**config.mk**
```make
export PLATFORM = sky130hd
export DESIGN_NAME = dbg_cmd_parser
export DESIGN_NICKNAME = d
export VERILOG_FILES = /design/src/rtl/dbg_cmd_parser.sv
export SDC_FILE = /design/constraint.sdc
export NUM_CORES = 1
export LEC_CHECK = 0
export BUFFER_PORTS_ARGS = -buffer_cell sky130_fd_sc_hd__buf_2
export CAP_MARGIN = 20
export CORE_MARGIN = 8
export CORE_UTILIZATION = 41
export CTS_CLUSTER_DIAMETER = 40
export DETAILED_ROUTE_END_ITERATION = 16
export PLACE_DENSITY = 0.65
export SLEW_MARGIN = 10
export SYNTH_ARGS = -nofsm -noshare
export SYNTH_HDL_FRONTEND = slang
export SYNTH_SLANG_ARGS = --single-unit
```
**constraint.sdc**
```tcl
create_clock -name clk -period 2.1 [get_ports clk]
set_clock_uncertainty 0.05 [all_clocks]
set_input_delay 0.315 -clock clk [delete_from_list [all_inputs] [get_ports clk]]
set_output_delay 0.315 -clock clk [all_outputs]
set_load 0.005 [all_outputs]
```
**src/rtl/dbg_cmd_parser.sv**
```systemverilog
// Debug command parser: turns a UART byte stream into single debug-bus
// transactions and streams a short response frame back to the UART.
// Frame in : SYNC, OPC, ADDR_HI, ADDR_LO, [DATA x4 for a write]
// Frame out: RSP, OPC, [RDATA x4 for a read]
module dbg_cmd_parser #(
    parameter logic [7:0] SYNC_BYTE    = 8'hA5,
    parameter logic [7:0] RSP_BYTE     = 8'h5A,
    parameter int         IDLE_TIMEOUT = 100000
) (
    input  logic        clk,
    input  logic        rst,
    input  logic [7:0]  rxd,
    input  logic        rxv,
    output logic        bus_req,
    output logic        bus_we,
    output logic [15:0] bus_addr,
    output logic [31:0] bus_wdata,
    input  logic        bus_ack,
    input  logic [31:0] bus_rdata,
    output logic [7:0]  txd,
    output logic        txv,
    input  logic        tx_rdy,
    output logic        err,
    output logic        drop
);

    localparam int               CNT_W   = $clog2(IDLE_TIMEOUT) + 1;
    localparam logic [CNT_W-1:0] TO_LAST = CNT_W'(IDLE_TIMEOUT - 1);
    localparam logic [7:0]       OPC_WR  = 8'h01;
    localparam logic [7:0]       OPC_RD  = 8'h02;

    typedef enum logic [2:0] {
        S_IDLE,
        S_OPC,
        S_ADDR,
        S_DATA,
        S_BUS,
        S_RESP
    } state_t;

    state_t             r_state;
    state_t             w_next;
    logic [2:0]         r_byte_cnt;
    logic [CNT_W-1:0]   r_idle_cnt;
    logic               r_req;
    logic               r_we;
    logic [15:0]        r_addr;
    logic [31:0]        r_wdata;
    logic [7:0]         r_opc;
    logic [31:0]        r_rdata;
    logic [7:0]         r_txd;
    logic               r_txv;
    logic               r_err;
    logic               r_drop;

    logic               w_in_frame;
    logic               w_timeout;
    logic               w_tx_done;
    logic               w_bus_done;
    logic [2:0]         w_last_idx;
    logic               w_err;
    logic               w_drop;

    // Response byte selected by position: marker, echoed opcode, then read data MSB first.
    function automatic logic [7:0] rsp_byte(input logic [2:0]  idx,
                                            input logic [7:0]  opc,
                                            input logic [31:0] rdata);
        case (idx)
            3'd0:    rsp_byte = RSP_BYTE;
            3'd1:    rsp_byte = opc;
            3'd2:    rsp_byte = rdata[31:24];
            3'd3:    rsp_byte = rdata[23:16];
            3'd4:    rsp_byte = rdata[15:8];
            3'd5:    rsp_byte = rdata[7:0];
            default: rsp_byte = 8'h00;
        endcase
    endfunction

    assign w_in_frame = (r_state == S_OPC) || (r_state == S_ADDR) || (r_state == S_DATA);
    // An arriving byte always wins over an expiring timeout.
    assign w_timeout  = w_in_frame && !rxv && (r_idle_cnt == TO_LAST);
    assign w_tx_done  = r_txv && tx_rdy;
    assign w_bus_done = r_req && bus_ack;
    assign w_last_idx = r_we ? 3'd1 : 3'd5;

    // Next-state decode plus the error/drop conditions raised in each state.
    always_comb begin
        w_next = r_state;
        w_err  = 1'b0;
        w_drop = 1'b0;
        case (r_state)
            S_IDLE: begin
                if (rxv && (rxd == SYNC_BYTE)) begin
                    w_next = S_OPC;
                end
            end
            S_OPC: begin
                if (rxv) begin
                    if ((rxd == OPC_WR) || (rxd == OPC_RD)) begin
                        w_next = S_ADDR;
                    end else begin
                        w_err  = 1'b1;
                        w_next = S_IDLE;
                    end
                end else if (w_timeout) begin
                    w_err  = 1'b1;
                    w_next = S_IDLE;
                end
            end
            S_ADDR: begin
                if (rxv) begin
                    if (r_byte_cnt == 3'd1) begin
                        w_next = r_we ? S_DATA : S_BUS;
                    end
                end else if (w_timeout) begin
                    w_err  = 1'b1;
                    w_next = S_IDLE;
                end
            end
            S_DATA: begin
                if (rxv) begin
                    if (r_byte_cnt == 3'd3) begin
                        w_next = S_BUS;
                    end
                end else if (w_timeout) begin
                    w_err  = 1'b1;
                    w_next = S_IDLE;
                end
            end
            S_BUS: begin
                w_drop = rxv;
                if (w_bus_done) begin
                    w_next = S_RESP;
                end
            end
            S_RESP: begin
                w_drop = rxv;
                if (w_tx_done && (r_byte_cnt == w_last_idx)) begin
                    w_next = S_IDLE;
                end
            end
            default: w_next = S_IDLE;
        endcase
    end

    // State register.
    always_ff @(posedge clk) begin
        if (rst) begin
            r_state <= S_IDLE;
        end else begin
            r_state <= w_next;
        end
    end

    // Byte counter restarts on every state change; counts rx bytes or accepted tx bytes.
    always_ff @(posedge clk) begin
        if (rst || (w_next != r_state)) begin
            r_byte_cnt <= 3'd0;
        end else if (((r_state == S_ADDR) || (r_state == S_DATA)) && rxv) begin
            r_byte_cnt <= r_byte_cnt + 3'd1;
        end else if ((r_state == S_RESP) && w_tx_done) begin
            r_byte_cnt <= r_byte_cnt + 3'd1;
        end
    end

    // Inter-byte idle counter; only runs inside a frame and saturates at the timeout point.
    always_ff @(posedge clk) begin
        if (rst || !w_in_frame || rxv || (w_next != r_state)) begin
            r_idle_cnt <= '0;
        end else if (r_idle_cnt != TO_LAST) begin
            r_idle_cnt <= r_idle_cnt + 1'b1;
        end
    end

    // Frame fields shift in MSB first; they only move outside BUS, so the request stays stable.
    always_ff @(posedge clk) begin
        if (rst) begin
            r_we    <= 1'b0;
            r_opc   <= 8'h00;
            r_addr  <= 16'h0000;
            r_wdata <= 32'h0000_0000;
            r_rdata <= 32'h0000_0000;
        end else begin
            case (r_state)
                S_OPC: begin
                    if (rxv && (w_next == S_ADDR)) begin
                        r_we  <= (rxd == OPC_WR);
                        r_opc <= rxd;
                    end
                end
                S_ADDR: begin
                    if (rxv) begin
                        r_addr <= {r_addr[7:0], rxd};
                    end
                end
                S_DATA: begin
                    if (rxv) begin
                        r_wdata <= {r_wdata[23:0], rxd};
                    end
                end
                S_BUS: begin
                    if (w_bus_done) begin
                        r_rdata <= bus_rdata;
                    end
                end
                default: ;
            endcase
        end
    end

    // Bus request rises the cycle after BUS entry and falls after the first sampled ack.
    always_ff @(posedge clk) begin
        if (rst) begin
            r_req <= 1'b0;
        end else begin
            r_req <= (r_state == S_BUS) && !w_bus_done;
        end
    end

    // Tx handshake: present a byte, hold it until accepted, then leave one idle cycle.
    always_ff @(posedge clk) begin
        if (rst) begin
            r_txv <= 1'b0;
            r_txd <= 8'h00;
        end else if (r_state == S_RESP) begin
            if (!r_txv) begin
                r_txv <= 1'b1;
                r_txd <= rsp_byte(r_byte_cnt, r_opc, r_rdata);
            end else if (tx_rdy) begin
                r_txv <= 1'b0;
            end
        end else begin
            r_txv <= 1'b0;
        end
    end

    // Registered single-cycle error and drop pulses.
    always_ff @(posedge clk) begin
        if (rst) begin
            r_err  <= 1'b0;
            r_drop <= 1'b0;
        end else begin
            r_err  <= w_err;
            r_drop <= w_drop;
        end
    end

    assign bus_req   = r_req;
    assign bus_we    = r_we;
    assign bus_addr  = r_addr;
    assign bus_wdata = r_wdata;
    assign txd       = r_txd;
    assign txv       = r_txv;
    assign err       = r_err;
    assign drop      = r_drop;

endmodule

```
==> impl.org <==
** Outcome
- Run status :: complete, no violations

** Floorplan
- Area of the core :: 12,100 sq um
- In this run the vertical extent of the chip is 127 um.
- Die width :: 127 um
- I/O pin cnt :: 106
- # rows :: 40
- Overall die area :: 16,200 sq um
- Starting density of the core :: 0.420

** STA
- Portion of the clock cycle consumed by the worst path in the final layout :: 0.920
- Setup repair after global routing left no endpoint under its margin.
- TNS Setup :: 0 ns
- Derived from the worst setup path, the maximum achievable clock frequency is 0.518 GHz.
- Subtracting the final worst setup slack from the clock period gives 1.93 ns.
- Setup violations remaining at the end of the flow were counted as 0.
- Hold timing on the final database bottoms out at a slack of 0.0937 ns.
- Transition time at the pin with the least slew margin :: 0.596 ns
- The number of failing hold endpoints at the final stage was 0.
- Number of max-slew violations in the final report :: 0
- The worst pin sits at a relative slew slack of 0.603.

** Route
- Post-Route WL :: 13.2 mm
- The first TritonRoute pass finished after 6 iterations.
- The routed design uses 6.28 mm of met2 wire.
- Dividing the detail-routed wire length by the instance count gives 14.7 um.
- The routed layout has 4,655 vias.
- After detailed routing, the number of remaining DRC violations is 0.
- Met1 Wirelength :: 5.98 mm
- The highest metal layer carrying signal wires in the routed design is met4.
- Iteration-0 DRC Markers :: 355
- WL met3 :: 900 um
- In this run the remaining antenna-violating nets after routing total 0.
- Via count normalized by instance count :: 5.16

** Final layout
- At the end of the flow the core is filled with cells to 0.524.
- Share of layout cells above drive strength 1 :: 0.219
- The repair_antennas step left the layout with diodes totalling 0.
- Compared with the post-synthesis result, the final layout area differs by 24.7%.
- Cell area after layout :: 6320 sq um
- Counting the fill cells in the layout gives 1,155.
- Nets@finish :: 774

** Pwr
- Clock Power Share :: 0.510
- The analysis attributes to cell leakage a power of 2.37 nW.
- Internal Power :: 0.00403 W
- Pwr per Cell Area :: 801 nW/um^2
- For this design the total switching power over the nets is 0.00103 W.
- Combinational Power Share :: 0.021
- IR analysis of the VDD net gives a maximum drop of 597 uV.
- Net Sw Frac :: 0.203
- The share of total power dissipated in sequential elements is 0.470.

** Logic synthesis
- Flip-flop and latch count after synthesis :: 125
- Post-synth top area share :: 0.494
- In this run, synthesis inferred 0 flip-flops with an integrated enable.
- The netlist uses 56 different library cells.
- After synthesis, the share of flip-flops with an asynchronous set or reset is 0.
- After synthesis, the cell types taking the most area are sky130_fd_sc_hd__dfxtp_1, sky130_fd_sc_hd__nand2_1, sky130_fd_sc_hd__a21oi_1.
- For this run, the number of Yosys warnings is 0.
- The mapped netlist covers 5070 sq um.
- In the synthesized netlist the dominant register cell turns out to be sky130_fd_sc_hd__dfxtp_1.
- Number of instances in the synthesized netlist :: 621
- sky130_fd_sc_hd__dfxtp_1 takes more of the synthesized area than any other cell.
- Synthesis produced a netlist with a net count of 672.
- For this run, the register share of the synthesized area comes to 0.494.
- A synthesized cell averages 8.16 sq um.

** CTS
- Hold repair after CTS inserted 0 buffers.
- Deepest level of the CTS H-tree :: 4
- Clock-pin slew was measured on the worst setup and hold paths at 0.05 ns.
- The clock drives 125 sinks.
- The number of gates resized after CTS was 0.
- Clock tree root driver cell :: sky130_fd_sc_hd__clkbuf_16
- TritonCTS built the clock tree.
- Insertion delay to the later sink of the worst-skew pair :: 0.41 ns
- Clock Path Buffers :: 2
- Post-CTS timing repair inserted 0 buffers for setup.
- Number of buffers added by the clock tree synthesis step :: 17

** Worst setup path
- Endpoint class of the critical path :: flip-flop
- Worst setup path category :: flip-flop to flip-flop
- STA puts the critical path data required time at 2.36 ns.
- Worst Path Arrival :: 2.19 ns
- Worst-path fanout max :: 5
- STA classifies the critical path startpoint as a flip-flop.

** Placement
- GPL Wtd Cong :: 0.798
- The placed instances occupy a cell area of 5790 sq um.
- The HPWL after detailed placement is 9.39 mm.
- Count of input and output buffers :: 105

** Min path
- Kind of path behind the tightest hold check :: input port to flip-flop

** Job
- Across the run, the number of max-cap violations was 0.

** Global route
- The initial antenna violation count is 0.
- Vias in the first global route :: 4,524
- Global-route wire length before repair :: 21.7 mm
- Global-route usage over all layers :: 0.164
- Entering global routing, the biggest net connects 59 pins.
- Congestion Overflow GR :: 0
final timing paths:
check	slack, ns	cells past startpoint	end	startpoint
setup / recovery	0.17	7	r_byte_cnt[2]	r_byte_cnt[0]
hold / removal	0.09	3	r_rdata[24]	bus_rdata[24]
setup reg to reg	0.17	7	r_byte_cnt[2]	r_byte_cnt[0]
hold reg to reg	0.40	2	bus_wdata[25]	bus_wdata[25]
worst max-delay path, cell delays in order, from the launching register on:
cell and delay, ns:
sky130_fd_sc_hd__dfxtp_1 0.41, sky130_fd_sc_hd__ha_1 0.25, sky130_fd_sc_hd__nor4bb_2 0.28, sky130_fd_sc_hd__o21ai_1 0.12, sky130_fd_sc_hd__buf_4 0.15, sky130_fd_sc_hd__a31oi_1 0.18
sky130_fd_sc_hd__a21oi_1 0.09, sky130_fd_sc_hd__nor4_1 0.30
kinds of logic after synthesis:
kind of cell / after synthesis / share of synthesized area
AOI/OAI and AO/OA: 143 / 0.167
xor gates and xnor gates: 15 / 0.0259
DFF: 125 / 0.494
buffers and inverters: 45 / 0.0351
adders and majority gates: 6 / 0.0148
muxes: 1 / 0.00198
and+or+nand+nor: 286 / 0.261
layer usage:
layer,vias up,track usage
met1,2171,0.196
met2,149,0.269
met4,0,0.0497
met3,7,0.0607
met5,-,0
li1,2328,-
sequential cells by signal, summed over array words and instances, names as in the netlist:
| name | flops |
|---|---|
| bus_wdata | 32 |
| r_idle_cnt | 18 |
| r_byte_cnt | 3 |
| r_opc | 8 |
| r_state | 3 |
| bus_req | 1 |
| txv | 1 |
| r_rdata | 32 |
| bus_addr | 16 |
| drop | 1 |
| txd | 8 |
| bus_we | 1 |
| err | 1 |
area by class of cell:
cell class              count  area (sq um)  share of cell area
repair buffers            123           673               0.107
inverters                   5          18.8             0.00297
well taps                 168           210              0.0333
clock inverters             1          5.00            0.000792
multi-input cells         451          2400               0.379
flip-flops and latches    125          2500               0.396
clock buffers              29           510              0.0808
power groups by stage:
stage                     Clock (W)  Sequential [W]  Combinational (W)
after floorplan                   0         0.00242          0.0000399
after global placement            0         0.00242           0.000104
after detailed placement          0         0.00242           0.000105
after CTS                   0.00263         0.00237           0.000105
after global routing        0.00275         0.00237           0.000115
final                       0.00258         0.00237           0.000106
cells in the mapped netlist, drive strengths merged (6+ instances only):
cell and instances:
nand2 179, dfxtp 125, a21oi 91, nor2 36, clkbuf 30, a22oi 17, o21ai 12, and2 11
buf 10, nand3 9, nand4 8, xnor2 8, xor2 7, a222oi 6, a31oi 6, ha 6
cells in the final DEF (no fill, tap or decap), types with 6 or more instances in the layout:
cell type | netlist | final
sky130_fd_sc_hd__buf_4 | 0 | 17
sky130_fd_sc_hd__nand2_1 | 178 | 178
sky130_fd_sc_hd__xnor2_1 | 8 | 8
sky130_fd_sc_hd__a21oi_1 | 90 | 90
sky130_fd_sc_hd__xor2_1 | 7 | 7
sky130_fd_sc_hd__o21ai_0 | 10 | 10
sky130_fd_sc_hd__clkbuf_16 | 0 | 17
sky130_fd_sc_hd__nand3_1 | 9 | 9
sky130_fd_sc_hd__nand4_1 | 8 | 8
sky130_fd_sc_hd__clkbuf_1 | 30 | 8
sky130_fd_sc_hd__a22oi_1 | 17 | 17
sky130_fd_sc_hd__nor2_1 | 36 | 36
sky130_fd_sc_hd__a222oi_1 | 6 | 6
sky130_fd_sc_hd__a31oi_1 | 6 | 6
sky130_fd_sc_hd__and2_1 | 10 | 10
sky130_fd_sc_hd__buf_2 | 7 | 105
sky130_fd_sc_hd__dfxtp_1 | 125 | 124
through the flow:
| step | instances | total power [W] | setup WS (ns) |
|---|---|---|---|
| final | 902 | 0.00506 | 0.168 |
| after global routing | 902 | 0.00524 | 0.0126 |
| after detailed placement | 872 | 0.00253 | 0.137 |
| after CTS | 902 | 0.00511 | 0.118 |
| after global placement | 872 | 0.00253 | 0.189 |
| after floorplan | 621 | 0.00246 | 0.0237 |
No activity file was read; power rests on OpenSTA's default activity.
